### src/rtl/rf_wport_arbiter_if.sv
// rf_wport_arbiter_if: writeback, multicycle-return and register-file write port bundle
interface rf_wport_arbiter_if #(
    parameter int AW = 4,
    parameter int DW = 32,
    parameter int CW = 3
);
    logic          pipe_we;
    logic [AW-1:0] pipe_addr;
    logic [DW-1:0] pipe_data;
    logic          mc_valid;
    logic          mc_ready;
    logic [AW-1:0] mc_addr;
    logic [DW-1:0] mc_data;
    logic          rf_we;
    logic [AW-1:0] rf_addr;
    logic [DW-1:0] rf_data;
    logic          pipe_stall;
    logic          proto_err;
    logic [CW-1:0] fifo_count;

    modport master (
        output pipe_we, pipe_addr, pipe_data, mc_valid, mc_addr, mc_data,
        input  mc_ready, rf_we, rf_addr, rf_data, pipe_stall, proto_err, fifo_count
    );

    modport slave (
        input  pipe_we, pipe_addr, pipe_data, mc_valid, mc_addr, mc_data,
        output mc_ready, rf_we, rf_addr, rf_data, pipe_stall, proto_err, fifo_count
    );
endinterface

### src/rtl/rf_wport_arbiter.sv
// rf_wport_arbiter: register-file write port owner, writeback first, multicycle results via FIFO
module rf_wport_arbiter #(
    parameter int DEPTH        = 4,
    parameter int STARVE_LIMIT = 3,
    parameter int AW           = 4,
    parameter int DW           = 32
) (
    input logic               clk,
    input logic               rst_n,
    rf_wport_arbiter_if.slave bus
);
    localparam int PW = $clog2(DEPTH);
    localparam int CW = PW + 1;
    localparam int SW = $clog2(STARVE_LIMIT + 1);

    logic [AW-1:0]    r_addr [DEPTH];
    logic [DW-1:0]    r_data [DEPTH];
    logic [DEPTH-1:0] r_vld, r_kill;
    logic [PW-1:0]    r_wp, r_rp;
    logic [CW-1:0]    r_count;
    logic [SW-1:0]    r_starve;
    logic             r_we, r_stall, r_perr;
    logic [AW-1:0]    r_rf_addr;
    logic [DW-1:0]    r_rf_data;

    logic             w_full, w_head, w_hkill, w_enq, w_deq, w_blocked, w_stall_n;
    logic [SW-1:0]    w_starve_n;
    logic [DEPTH-1:0] w_vld_n, w_kill_n;

    always_comb begin
        w_full     = r_count == CW'(DEPTH);
        w_head     = r_count != '0;
        w_hkill    = r_kill[r_rp];
        w_enq      = bus.mc_valid && !w_full;
        w_deq      = w_head && (w_hkill || !bus.pipe_we);
        w_blocked  = w_head && !w_hkill && bus.pipe_we;
        w_starve_n = !w_blocked ? '0 : (r_starve == SW'(STARVE_LIMIT)) ? r_starve : r_starve + 1'b1;
        w_stall_n  = w_deq ? 1'b0 : (w_blocked && w_starve_n == SW'(STARVE_LIMIT)) ? 1'b1 : r_stall;
        w_vld_n    = r_vld;
        w_kill_n   = r_kill;
        // a writeback kills every older queued result to the same register, including one arriving now
        for (int i = 0; i < DEPTH; i++) begin
            w_vld_n[i]  = (w_enq && r_wp == PW'(i)) | (r_vld[i] & ~(w_deq && r_rp == PW'(i)));
            w_kill_n[i] = (w_enq && r_wp == PW'(i)) ? (bus.pipe_we && bus.mc_addr == bus.pipe_addr) :
                          ~(w_deq && r_rp == PW'(i)) &
                          (r_kill[i] | (bus.pipe_we & r_vld[i] & (r_addr[i] == bus.pipe_addr)));
        end
    end

    always_ff @(posedge clk) begin
        if (w_enq) begin
            r_addr[r_wp] <= bus.mc_addr;
            r_data[r_wp] <= bus.mc_data;
        end
    end

    always_ff @(posedge clk or negedge rst_n) begin
        if (!rst_n) begin
            r_vld     <= '0;
            r_kill    <= '0;
            r_wp      <= '0;
            r_rp      <= '0;
            r_count   <= '0;
            r_starve  <= '0;
            r_stall   <= 1'b0;
            r_perr    <= 1'b0;
            r_we      <= 1'b0;
            r_rf_addr <= '0;
            r_rf_data <= '0;
        end else begin
            r_vld    <= w_vld_n;
            r_kill   <= w_kill_n;
            r_wp     <= r_wp + PW'(w_enq);
            r_rp     <= r_rp + PW'(w_deq);
            r_count  <= r_count + CW'(w_enq) - CW'(w_deq);
            r_starve <= w_starve_n;
            r_stall  <= w_stall_n;
            r_perr   <= r_perr | (bus.pipe_we & r_stall);
            if (bus.pipe_we) begin
                r_we      <= 1'b1;
                r_rf_addr <= bus.pipe_addr;
                r_rf_data <= bus.pipe_data;
            end else if (w_head && !w_hkill) begin
                r_we      <= 1'b1;
                r_rf_addr <= r_addr[r_rp];
                r_rf_data <= r_data[r_rp];
            end else begin
                r_we      <= 1'b0;
            end
        end
    end

    assign bus.mc_ready   = !w_full;
    assign bus.rf_we      = r_we;
    assign bus.rf_addr    = r_rf_addr;
    assign bus.rf_data    = r_rf_data;
    assign bus.pipe_stall = r_stall;
    assign bus.proto_err  = r_perr;
    assign bus.fifo_count = r_count;
endmodule

### src/flat_wrapper.sv
// flat-port wrapper written by rule: the top's interface ports become plain ports
module rf_wport_arbiter_flat 
#(
    parameter int DEPTH        = 4,
    parameter int STARVE_LIMIT = 3,
    parameter int AW           = 4,
    parameter int DW           = 32
)
  (clk, rst_n, bus_pipe_we, bus_pipe_addr, bus_pipe_data, bus_mc_valid, bus_mc_addr, bus_mc_data, bus_mc_ready, bus_rf_we, bus_rf_addr, bus_rf_data, bus_pipe_stall, bus_proto_err, bus_fifo_count);
  rf_wport_arbiter_if #(.AW(AW), .DW(DW), .CW(3)) bus_i ();
  input logic clk;
  input logic rst_n;
  input wire logic [$bits(bus_i.pipe_we)-1:0] bus_pipe_we;
  input wire logic [$bits(bus_i.pipe_addr)-1:0] bus_pipe_addr;
  input wire logic [$bits(bus_i.pipe_data)-1:0] bus_pipe_data;
  input wire logic [$bits(bus_i.mc_valid)-1:0] bus_mc_valid;
  input wire logic [$bits(bus_i.mc_addr)-1:0] bus_mc_addr;
  input wire logic [$bits(bus_i.mc_data)-1:0] bus_mc_data;
  output wire logic [$bits(bus_i.mc_ready)-1:0] bus_mc_ready;
  output wire logic [$bits(bus_i.rf_we)-1:0] bus_rf_we;
  output wire logic [$bits(bus_i.rf_addr)-1:0] bus_rf_addr;
  output wire logic [$bits(bus_i.rf_data)-1:0] bus_rf_data;
  output wire logic [$bits(bus_i.pipe_stall)-1:0] bus_pipe_stall;
  output wire logic [$bits(bus_i.proto_err)-1:0] bus_proto_err;
  output wire logic [$bits(bus_i.fifo_count)-1:0] bus_fifo_count;
  assign bus_i.pipe_we = bus_pipe_we;
  assign bus_i.pipe_addr = bus_pipe_addr;
  assign bus_i.pipe_data = bus_pipe_data;
  assign bus_i.mc_valid = bus_mc_valid;
  assign bus_i.mc_addr = bus_mc_addr;
  assign bus_i.mc_data = bus_mc_data;
  assign bus_mc_ready = bus_i.mc_ready;
  assign bus_rf_we = bus_i.rf_we;
  assign bus_rf_addr = bus_i.rf_addr;
  assign bus_rf_data = bus_i.rf_data;
  assign bus_pipe_stall = bus_i.pipe_stall;
  assign bus_proto_err = bus_i.proto_err;
  assign bus_fifo_count = bus_i.fifo_count;
  rf_wport_arbiter #(.DEPTH(DEPTH), .STARVE_LIMIT(STARVE_LIMIT), .AW(AW), .DW(DW)) u_core (.clk(clk), .rst_n(rst_n), .bus(bus_i));
endmodule
### config.mk
export PLATFORM = sky130hd
export DESIGN_NAME = rf_wport_arbiter_flat
export DESIGN_NICKNAME = d
export VERILOG_FILES = /design/src/rtl/rf_wport_arbiter_if.sv /design/src/rtl/rf_wport_arbiter.sv /design/src/flat_wrapper.sv
export SDC_FILE = /design/constraint.sdc
export NUM_CORES = 1
export LEC_CHECK = 0
export ABC_AREA = 1
export CAP_MARGIN = 25
export CORE_MARGIN = 3
export CORE_UTILIZATION = 49
export DETAILED_ROUTE_END_ITERATION = 16
export PLACE_DENSITY = 0.76
export SLEW_MARGIN = 5
export SYNTH_ARGS = -nofsm -noshare
export SYNTH_HDL_FRONTEND = slang
export SYNTH_SLANG_ARGS = --single-unit
### constraint.sdc
create_clock -name clk -period 3.75 [get_ports clk]
set_clock_uncertainty 0.2 [all_clocks]
set_input_delay 0.75 -clock clk [delete_from_list [all_inputs] [get_ports clk]]
set_output_delay 0.75 -clock clk [all_outputs]
set_load 0.02 [all_outputs]
Word level (Yosys, flattened, before mapping)
Memory sizes are Yosys's and may differ from the RTL's.
Cells that the tools add are included.
- latch bits: 0
- memories: 2
- logic and storage cells: 104
- register bits: 56
- bits in read-only memories: 0
- RAM bits: 144
- memories (name ; words ; width ; read ports ; clocked after memory_dff ; write ports ; RTL line ; RTL):
    u_core.r_data ; 4 ; 32 ; 1 ; 0 ; 1 ; rf_wport_arbiter.sv:17 ; logic [DW-1:0] r_data [DEPTH];
    u_core.r_addr ; 4 ; 4 ; 5 ; 0 ; 1 ; rf_wport_arbiter.sv:16 ; logic [AW-1:0] r_addr [DEPTH];
- equal/unequal tests: 14
- multiplexer cells: 18
- $lt $le $gt $ge: 1
- multiply operators: 0
- add/sub/neg operators: 5
- bitwise operators: 30
- divide/modulo/power cells: 0
- shifts and indexed selects: 0
- reductions and logical operators: 23
- operator list (cell ; number):
    32-bit two-way mux ; 2
    4-bit equality test ; 5
    1-bit AND ; 17
    1-bit logical AND ; 14
    2-bit equality test, second input constant ; 6
    1-bit two-way mux ; 11
    1-bit bitwise OR ; 9
    4-bit two-way mux ; 2
    2-bit by 1-bit adder with 2-bit output ; 2
    2-bit by 1-bit equality test with 1-bit output, second input constant ; 2
    2-bit logical NOT ; 2
    2-bit two-way mux ; 2
    1-bit inverter ; 4
    2-bit nonzero test ; 2
    3-bit by 1-bit adder with 3-bit output ; 1
    3-bit equality test, second input constant ; 1
    1-bit logical NOT ; 3
    2-bit by 3-bit less-than comparator with 1-bit output, second input constant ; 1
    3-bit nonzero test ; 1
    3-bit by 1-bit subtractor with 3-bit output ; 1
    2-bit by 1-bit adder with 2-bit output, second input constant ; 1
    1-bit binary-select mux with 2-bit select ; 1
    1-bit logical OR ; 1

Longest topological paths before layout
Gate-level depths: netlist of the first run.
- depth in word-level cells: 10
- depth in mapped cells: 13
- depth with buffers taken out: 12

Worst setup path after synthesis of the first run
No wires, ideal clock.
- kind: reg-to-reg
- start point: register u_core.r_count[1], in the netlist u_core.bus.fifo_count[1]
- end point: register u_core.r_kill[0]
- path buffers: 0
- data required time: 3428 ps
- cell stages (with the launch flop): 8
- period minus slack after synthesis: 4323 ps
- arrival: 4001 ps
- setup slack: -573 ps
- cell sequence: dfrtp_1 > inv_1 > nand3_1 > nand2_1 > nor3_1 > inv_1 > nand3_1 > nand2_1
- elaborated cells on any way between the ends: 10
- those cells by class: eq/ne: 1; mux: 1; bitwise: 2; reduce/logical: 6
- RTL lines (item ; RTL line ; RTL):
    start: declaration ; rf_wport_arbiter.sv:20 ; logic [CW-1:0] r_count;
    start signal: assignment ; rf_wport_arbiter.sv:75 ; r_count <= r_count + CW'(w_enq) - CW'(w_deq);
    3-bit equality test ; rf_wport_arbiter.sv:31 ; w_full = r_count == CW'(DEPTH);
    1-bit logical NOT ; -- ;
    net bus_mc_ready ; flat_wrapper.sv:19 ; output wire logic [$bits(bus_i.mc_ready)-1:0] bus_mc_ready;
    1-bit logical AND ; rf_wport_arbiter.sv:34 ; w_enq = bus.mc_valid && !w_full;
    1-bit logical AND ; rf_wport_arbiter.sv:44 ; w_kill_n[i] = (w_enq && r_wp == PW'(i)) ? (bus.pipe_we && bus.mc_addr == bus.pipe_addr) :
    1-bit two-way mux ; rf_wport_arbiter.sv:44 ;
    net u_core.w_kill_n[0] ; rf_wport_arbiter.sv:28 ; logic [DEPTH-1:0] w_vld_n, w_kill_n;
    end signal: assignment ; rf_wport_arbiter.sv:72 ; r_kill <= w_kill_n;
    end: declaration ; rf_wport_arbiter.sv:18 ; logic [DEPTH-1:0] r_vld, r_kill;
The timed path passes the listed nets, and every way through them passes these cells.
A chain may end at the register's enable or synchronous reset.

Worst setup path in the final report of the first run
- start point: register u_core.r_rp[0]
- end point: register u_core.r_count[2], in the netlist u_core.bus.fifo_count[2]
- word-level cells in the longest chain between the ends: 5
- ends and longest elaborated chain (item ; RTL line ; RTL):
    start: declaration ; rf_wport_arbiter.sv:19 ; logic [PW-1:0] r_wp, r_rp;
    start signal: assignment ; rf_wport_arbiter.sv:74 ; r_rp <= r_rp + PW'(w_deq);
    1-bit binary-select mux with 2-bit select ; rf_wport_arbiter.sv:33 ; w_hkill = r_kill[r_rp];
    1-bit two-way mux (not written as such) ; rf_wport_arbiter.sv:33 ;
    1-bit logical OR ; rf_wport_arbiter.sv:35 ; w_deq = w_head && (w_hkill || !bus.pipe_we);
    1-bit logical AND ; rf_wport_arbiter.sv:35 ;
    3-bit by 1-bit subtractor with 3-bit output ; rf_wport_arbiter.sv:75 ;
Every way passes these cells. The select of a mux whose other input is x is not followed.

==> results_dict.tcl, run 1 <==
set metrics [dict create \
    powerDensity_nw_per_um2 755 \
    dr_wl_met3_mm 1.04 \
    syn_area_per_cell_um2 10.3 \
    wl_met2_mm 9.15 \
    hold_viol 0 \
    setup_violations 0 \
    synth_seq_cells 200 \
    crit_path_start_kind "register" \
    dp_cells 1129 \
    finish.utilization 0.616 \
    mostFrequentLayoutCell "nand2_1" \
    grt-ovfl-total 0 \
    post-route-min-period_ns 2.60 \
    slew_headroom 0.471 \
    slowest_stage "dfrtp_1" \
    routed_wl_mm 18.8 \
    io_buffers 118 \
    crit_path_max_incr_delay_ns 0.61 \
    path_class "register to register" \
    grtUsageTotal 0.211 \
    cts_buffer_depth 2 \
    final_cell_mix "nand2_1 (428), edfxtp_1 (144), clkdlybuf4s50_1 (116)" \
    synth-main-ff-cell "edfxtp_1" \
    slew_viol_final 0 \
    synth_nets 893 \
    synth_edf_count 144 \
    clk_pin_slew_ns 0.07 \
    crit_chain "inv_4, nand2_1, nand2_1, nand2_1, nand3_1, nand2_1, inv_1, nand2_1, o21ai_0, ha_1, fa_1, xor2_1" \
    timing.hold.ws_ns 0.156 \
    end_kind "register" \
    setup_slack_ns 1.15 \
    antenna_found_initial 0 \
    ys_types 28 \
    p_leak_nw 4.29 \
    worst_slew_pin_slew_ns 0.792 \
    placed_cell_area_um2 9720 \
    synth_top_cell_by_area "edfxtp_1" \
    cts_resized 0 \
    h-tree-depth 4 \
    max_freq_mhz 385 \
    cp_data_required_time_ns 3.86 \
    die_h_um 137 \
    dpl.hpwl_mm 11.2 \
    vias 5940 \
    crit_path_frequent_cell "nand2_1" \
    preCtsSetupSlack_ns 0.829 \
    design_area_um2 10300 \
    peakVddDrop_uv 423 \
    drtPass1Iterations 5 \
    cts_num_sinks 200 \
    status "finished clean" \
    drive_gt1_frac 0.0722 \
    antenna_cells 0 \
    netlist_instances 814 \
    met1_length_mm 8.21 \
    syn_area_um2 8400 \
    area.growth.synth_to_final_pct 22.5 \
    grt_pass1_vias 5957 \
    post_drt_wl_per_cell_um 16.1 \
    cts-root-buf "clkbuf_16" \
    path_max_fanout 9 \
    fin_total_pwr_mw 7.76 \
    die_w_um 137 \
    dr.max_layer_used "met4" \
    clock_latency_ns 0.43 \
    start_util 0.503 \
    maxCapViolCount 0 \
    yosys.area.top_type_share 0.515 \
    yosys_warnings 0 \
    ys_seq_area_frac 0.682 \
    drt-vias-per-instance 5.11 \
    die_area_um2 18700 \
    synth.area.top_cells "edfxtp_1 (51%), nand2_1 (19%), dfrtp_1 (17%), nand4_1 (2.8%), inv_1 (1.5%)" \
    gp_congestion 0.831 \
    rsz0062_at_grt "no" \
    ant_nets 0 \
    cts_buffers 17 \
    cts_hold_buf 0 \
    worstPathArrival_ns 2.71 \
    grt_pass1_wl_mm 30.0 \
    coreArea_um2 16700 \
    hp-class "input pin to asynchronous set/reset pin" \
    ioPinCount 119 \
    num-fill-cells 1352 \
    fin_setup_tns_ns 0 \
    finalCritPeriodShare 0.694 \
    async_flop_share 0.280 \
    cts_tree "done" \
    post-cts-setup-buffer-count 0 \
    route.detailed.drc 0 \
    drt_iter0_markers 424 \
    grt_max_degree 39 \
    num_rows 47 \
    layout.cells.non_filler 1162 \
    fin_nets 1008 \
]
-- critical path, delay by kind of cell (launching register included) --
kind / cells / cell delay (ns)
and+or+nand+nor: 6 / 0.64
DFF: 1 / 0.61
adders and majority gates: 2 / 0.58
xor gates and xnor gates: 1 / 0.17
buffers and inverters: 2 / 0.16
AOI/OAI and AO/OA: 1 / 0.11
-- registers in the layout, summed over array words and instances (netlist names) --
name                   cells
u_core.bus.fifo_count      3
u_core.bus.rf_addr         4
u_core.bus.pipe_stall      1
u_core.r_vld               4
u_core.r_rp                2
u_core.r_starve            2
u_core.r_data            128
u_core.bus.proto_err       1
u_core.r_addr             16
u_core.r_kill              4
u_core.r_wp                2
u_core.bus.rf_data        32
u_core.bus.rf_we           1
-- routing by layer --
layer | vias to the layer above | global-route usage
met5 | - | 0
met4 | 0 | 0.0826
met3 | 33 | 0.0397
met2 | 182 | 0.345
met1 | 2835 | 0.281
li1 | 2890 | -
-- cells in the mapped netlist (all sizes together) (3+ instances only) --
master  count
nor2       21
a21oi       4
nand2     439
nor3        5
buf        29
o21ai       4
xor2        4
clkbuf      3
dfrtp      56
nand4      37
inv        38
edfxtp    144
nand3      24
-- final cells by class --
class                   instances  area, um2  area share
flip-flops and latches        200       5730       0.557
multi-input cells             544       2330       0.226
repair buffers                128       1260       0.122
clock buffers                  19        454      0.0442
well taps                     220        275      0.0268
inverters                      38        148      0.0144
clock inverters                13       93.8     0.00913
-- report_power, final --
part           internal (mW)  switching, mW  total (mW)
clock                  0.895          0.794        1.69
sequential              3.03          0.308        3.34
combinational          0.992           1.74        2.74
-- worst paths after layout --
check                                           start                       end  slack [ns]  cells past startpoint
min in group clk                u_core.bus.rf_addr[3]     u_core.bus.rf_addr[3]        0.29                      2
worst max register to register         u_core.r_rp[0]  u_core.bus.fifo_count[2]        1.15                     12
max in group asynchronous                       rst_n    u_core.bus.rf_data[21]        2.37                      2
worst min register to register  u_core.bus.rf_addr[3]     u_core.bus.rf_addr[3]        0.29                      2
worst max-delay path                   u_core.r_rp[0]  u_core.bus.fifo_count[2]        1.15                     12
worst min-delay path                            rst_n    u_core.bus.rf_data[26]        0.16                      1
-- cell families after synthesis --
kind of cell | share of synthesized area
adder cells (fa/ha/maj) | 0.00536
buffers and inverters | 0.0442
AND/OR/NAND/NOR | 0.258
AO/OA/AOI/OAI | 0.00566
flip-flops | 0.682
XOR/XNOR | 0.00521
Note: power is estimated with default switching activity, not from simulation.
==> inputs of run 2 (changes only) <==
- clock period: 3.75 -> 2.35 ns (I/O delays scaled with it)
==> run 2 against run 1 <==
Effect of this change: count of clock-buffer cells in the layout down 2; fmax up 20%; routed wire length down 1.3%; sequential cell count unchanged; combinational power up 72%; design area up 3.2%; clock power up 78%; non-clock buffer count up 16; via count down 0.49%; register-to-register slack worse by 0.97 ns; critical path type unchanged.
==> results_dict.tcl, run 2 (synthesis gave the netlist of run 1 again) <==
set metrics [dict create \
    status "finished clean" \
    rr_startpoint "u_core.r_rp[0]" \
    slew_viol_final 0 \
    grt_max_degree 38 \
    crit_path_start_kind "register" \
    routed_wl_mm 18.5 \
    setup_violations 0 \
    worstPathArrival_ns 2.28 \
    ant_nets 0 \
    coreArea_um2 16700 \
    drtPass1Iterations 5 \
    powerDensity_nw_per_um2 1220 \
    largest-register "u_core.r_data" \
    drt-vias-per-instance 5.02 \
    drt_iter0_markers 464 \
    worst_slew_pin_slew_ns 0.635 \
    setup_slack_ns 0.177 \
    mostFrequentLayoutCell "nand2_1" \
    grt-ovfl-total 0 \
    fin_total_pwr_mw 13.0 \
    die_h_um 137 \
    die_w_um 137 \
    peakVddDrop_uv 667 \
    grt_pass1_wl_mm 29.8 \
    post_drt_wl_per_cell_um 15.7 \
    antenna_cells 0 \
    r2r-end "u_core.bus.fifo_count[2]" \
    start_util 0.503 \
    layout.cells.non_filler 1178 \
    placed_cell_area_um2 9980 \
    route.detailed.drc 0 \
    dpl.hpwl_mm 11.9 \
    cts_buffer_depth 2 \
    rsz0062_at_grt "no" \
    area.growth.synth_to_final_pct 26.4 \
    startpoint "u_core.r_rp[0]" \
    die_area_um2 18700 \
    num_rows 47 \
    gp_congestion 0.907 \
    h-tree-depth 4 \
    grtUsageTotal 0.208 \
    fin_setup_tns_ns 0 \
    antenna_found_initial 0 \
    cts_tree "done" \
    clk_pin_slew_ns 0.07 \
    finish.utilization 0.636 \
    ioPinCount 119 \
    preCtsSetupSlack_ns 0.0669 \
    p_leak_nw 4.43 \
    end_kind "register" \
    post-route-min-period_ns 2.17 \
    rrSetupSlack_ns 0.18 \
    min_from "bus_pipe_we" \
    path_class "register to register" \
    drive_gt1_frac 0.0960 \
    clock_latency_ns 0.43 \
    min_to "u_core.r_rp[0]" \
    io_buffers 118 \
    slew_headroom 0.577 \
    design_area_um2 10600 \
    cts_buffers 17 \
    fin_nets 1024 \
    largest_reg_flops 128 \
    max_freq_mhz 460 \
    cts_num_sinks 200 \
    grt_pass1_vias 6002 \
    final_cell_mix "nand2_1 (426), edfxtp_1 (144), clkdlybuf4s50_1 (115)" \
    timing.hold.ws_ns 0.268 \
    vias 5911 \
    worstHoldPathCells 4 \
    path_max_fanout 5 \
    cp_data_required_time_ns 2.46 \
    maxCapViolCount 0 \
    dp_cells 1145 \
    r2r_cells 12 \
    finalCritPeriodShare 0.925 \
    hold_viol 0 \
    hp-class "input pin to register" \
    cts-root-buf "clkbuf_16" \
]
## run 2: cell count changes in the layout (fill, tap and decap cells not counted), sizes merged
cell	before	now
clkinvlp	2	1
dlymetal6s2s	0	1
clkbuf	19	17
bufinv	0	3
buf	12	27
clkdlybuf4s50	116	115
dlygate4sd3	0	1
## run 2: repair_timing
| action | 4_1_cts | 5_1_grt |
|---|---|---|
| endpoints found under the hold margin | 23 | 0 |
| gates resized for setup | 0 | 3 |
| hold buffers | 1 | 0 |
| setup endpoints to repair | 0 | 2 |
| setup buffers | 0 | 0 |
## run 2: metal layers
metal | vias to the layer above | GRT usage | wire, um
li1 | 2923 | - | -
met1 | 2784 | 0.275 | 8000
met2 | 174 | 0.343 | 9160
met3 | 30 | 0.0471 | 1010
met4 | 0 | 0.0710 | 356
met5 | - | 0 | 0
## run 2: worst max path at each step
| stage | slack [ns] | to | cells after the start |
|---|---|---|---|
| final | 0.18 | u_core.bus.fifo_count[2] | 12 |
| after global routing | 0.001 | u_core.bus.fifo_count[2] | 12 |
| after CTS | 0.03 | bus_mc_ready | 3 |
| after detailed placement | 0.07 | u_core.bus.fifo_count[2] | 6 |
| after global placement | 0.12 | u_core.bus.fifo_count[2] | 6 |
| after floorplan | 0.008 | u_core.r_kill[0] | 7 |
## run 2: final cells by class
class	instances	area, um2
Clock buffer	17	425
Clock inverter	15	191
Fill cell	1294	6080
Inverter	38	148
Multi-Input combinational cell	544	2380
Sequential cell	200	5730
Tap cell	220	275
Timing Repair Buffer	144	1470
## run 2: report_power, final
group          total, mW  leakage, nW  internal [mW]  switching [mW]
sequential          5.29         2.00           4.83           0.461
combinational       4.71         2.13           1.79            2.92
clock               3.00        0.302           1.70            1.29
total               13.0         4.43           8.33            4.67
## run 2: worst max-delay path, cell delays in order, from the launching register on
cell and delay (ns):
dfrtp_2 0.44, inv_4 0.07, nand2_1 0.07, nand2_1 0.05
nand2_1 0.05, nand3_1 0.10, nand2_2 0.09, inv_1 0.06
nand2_1 0.09, o21ai_0 0.09, ha_1 0.20, fa_1 0.38
xor2_1 0.17
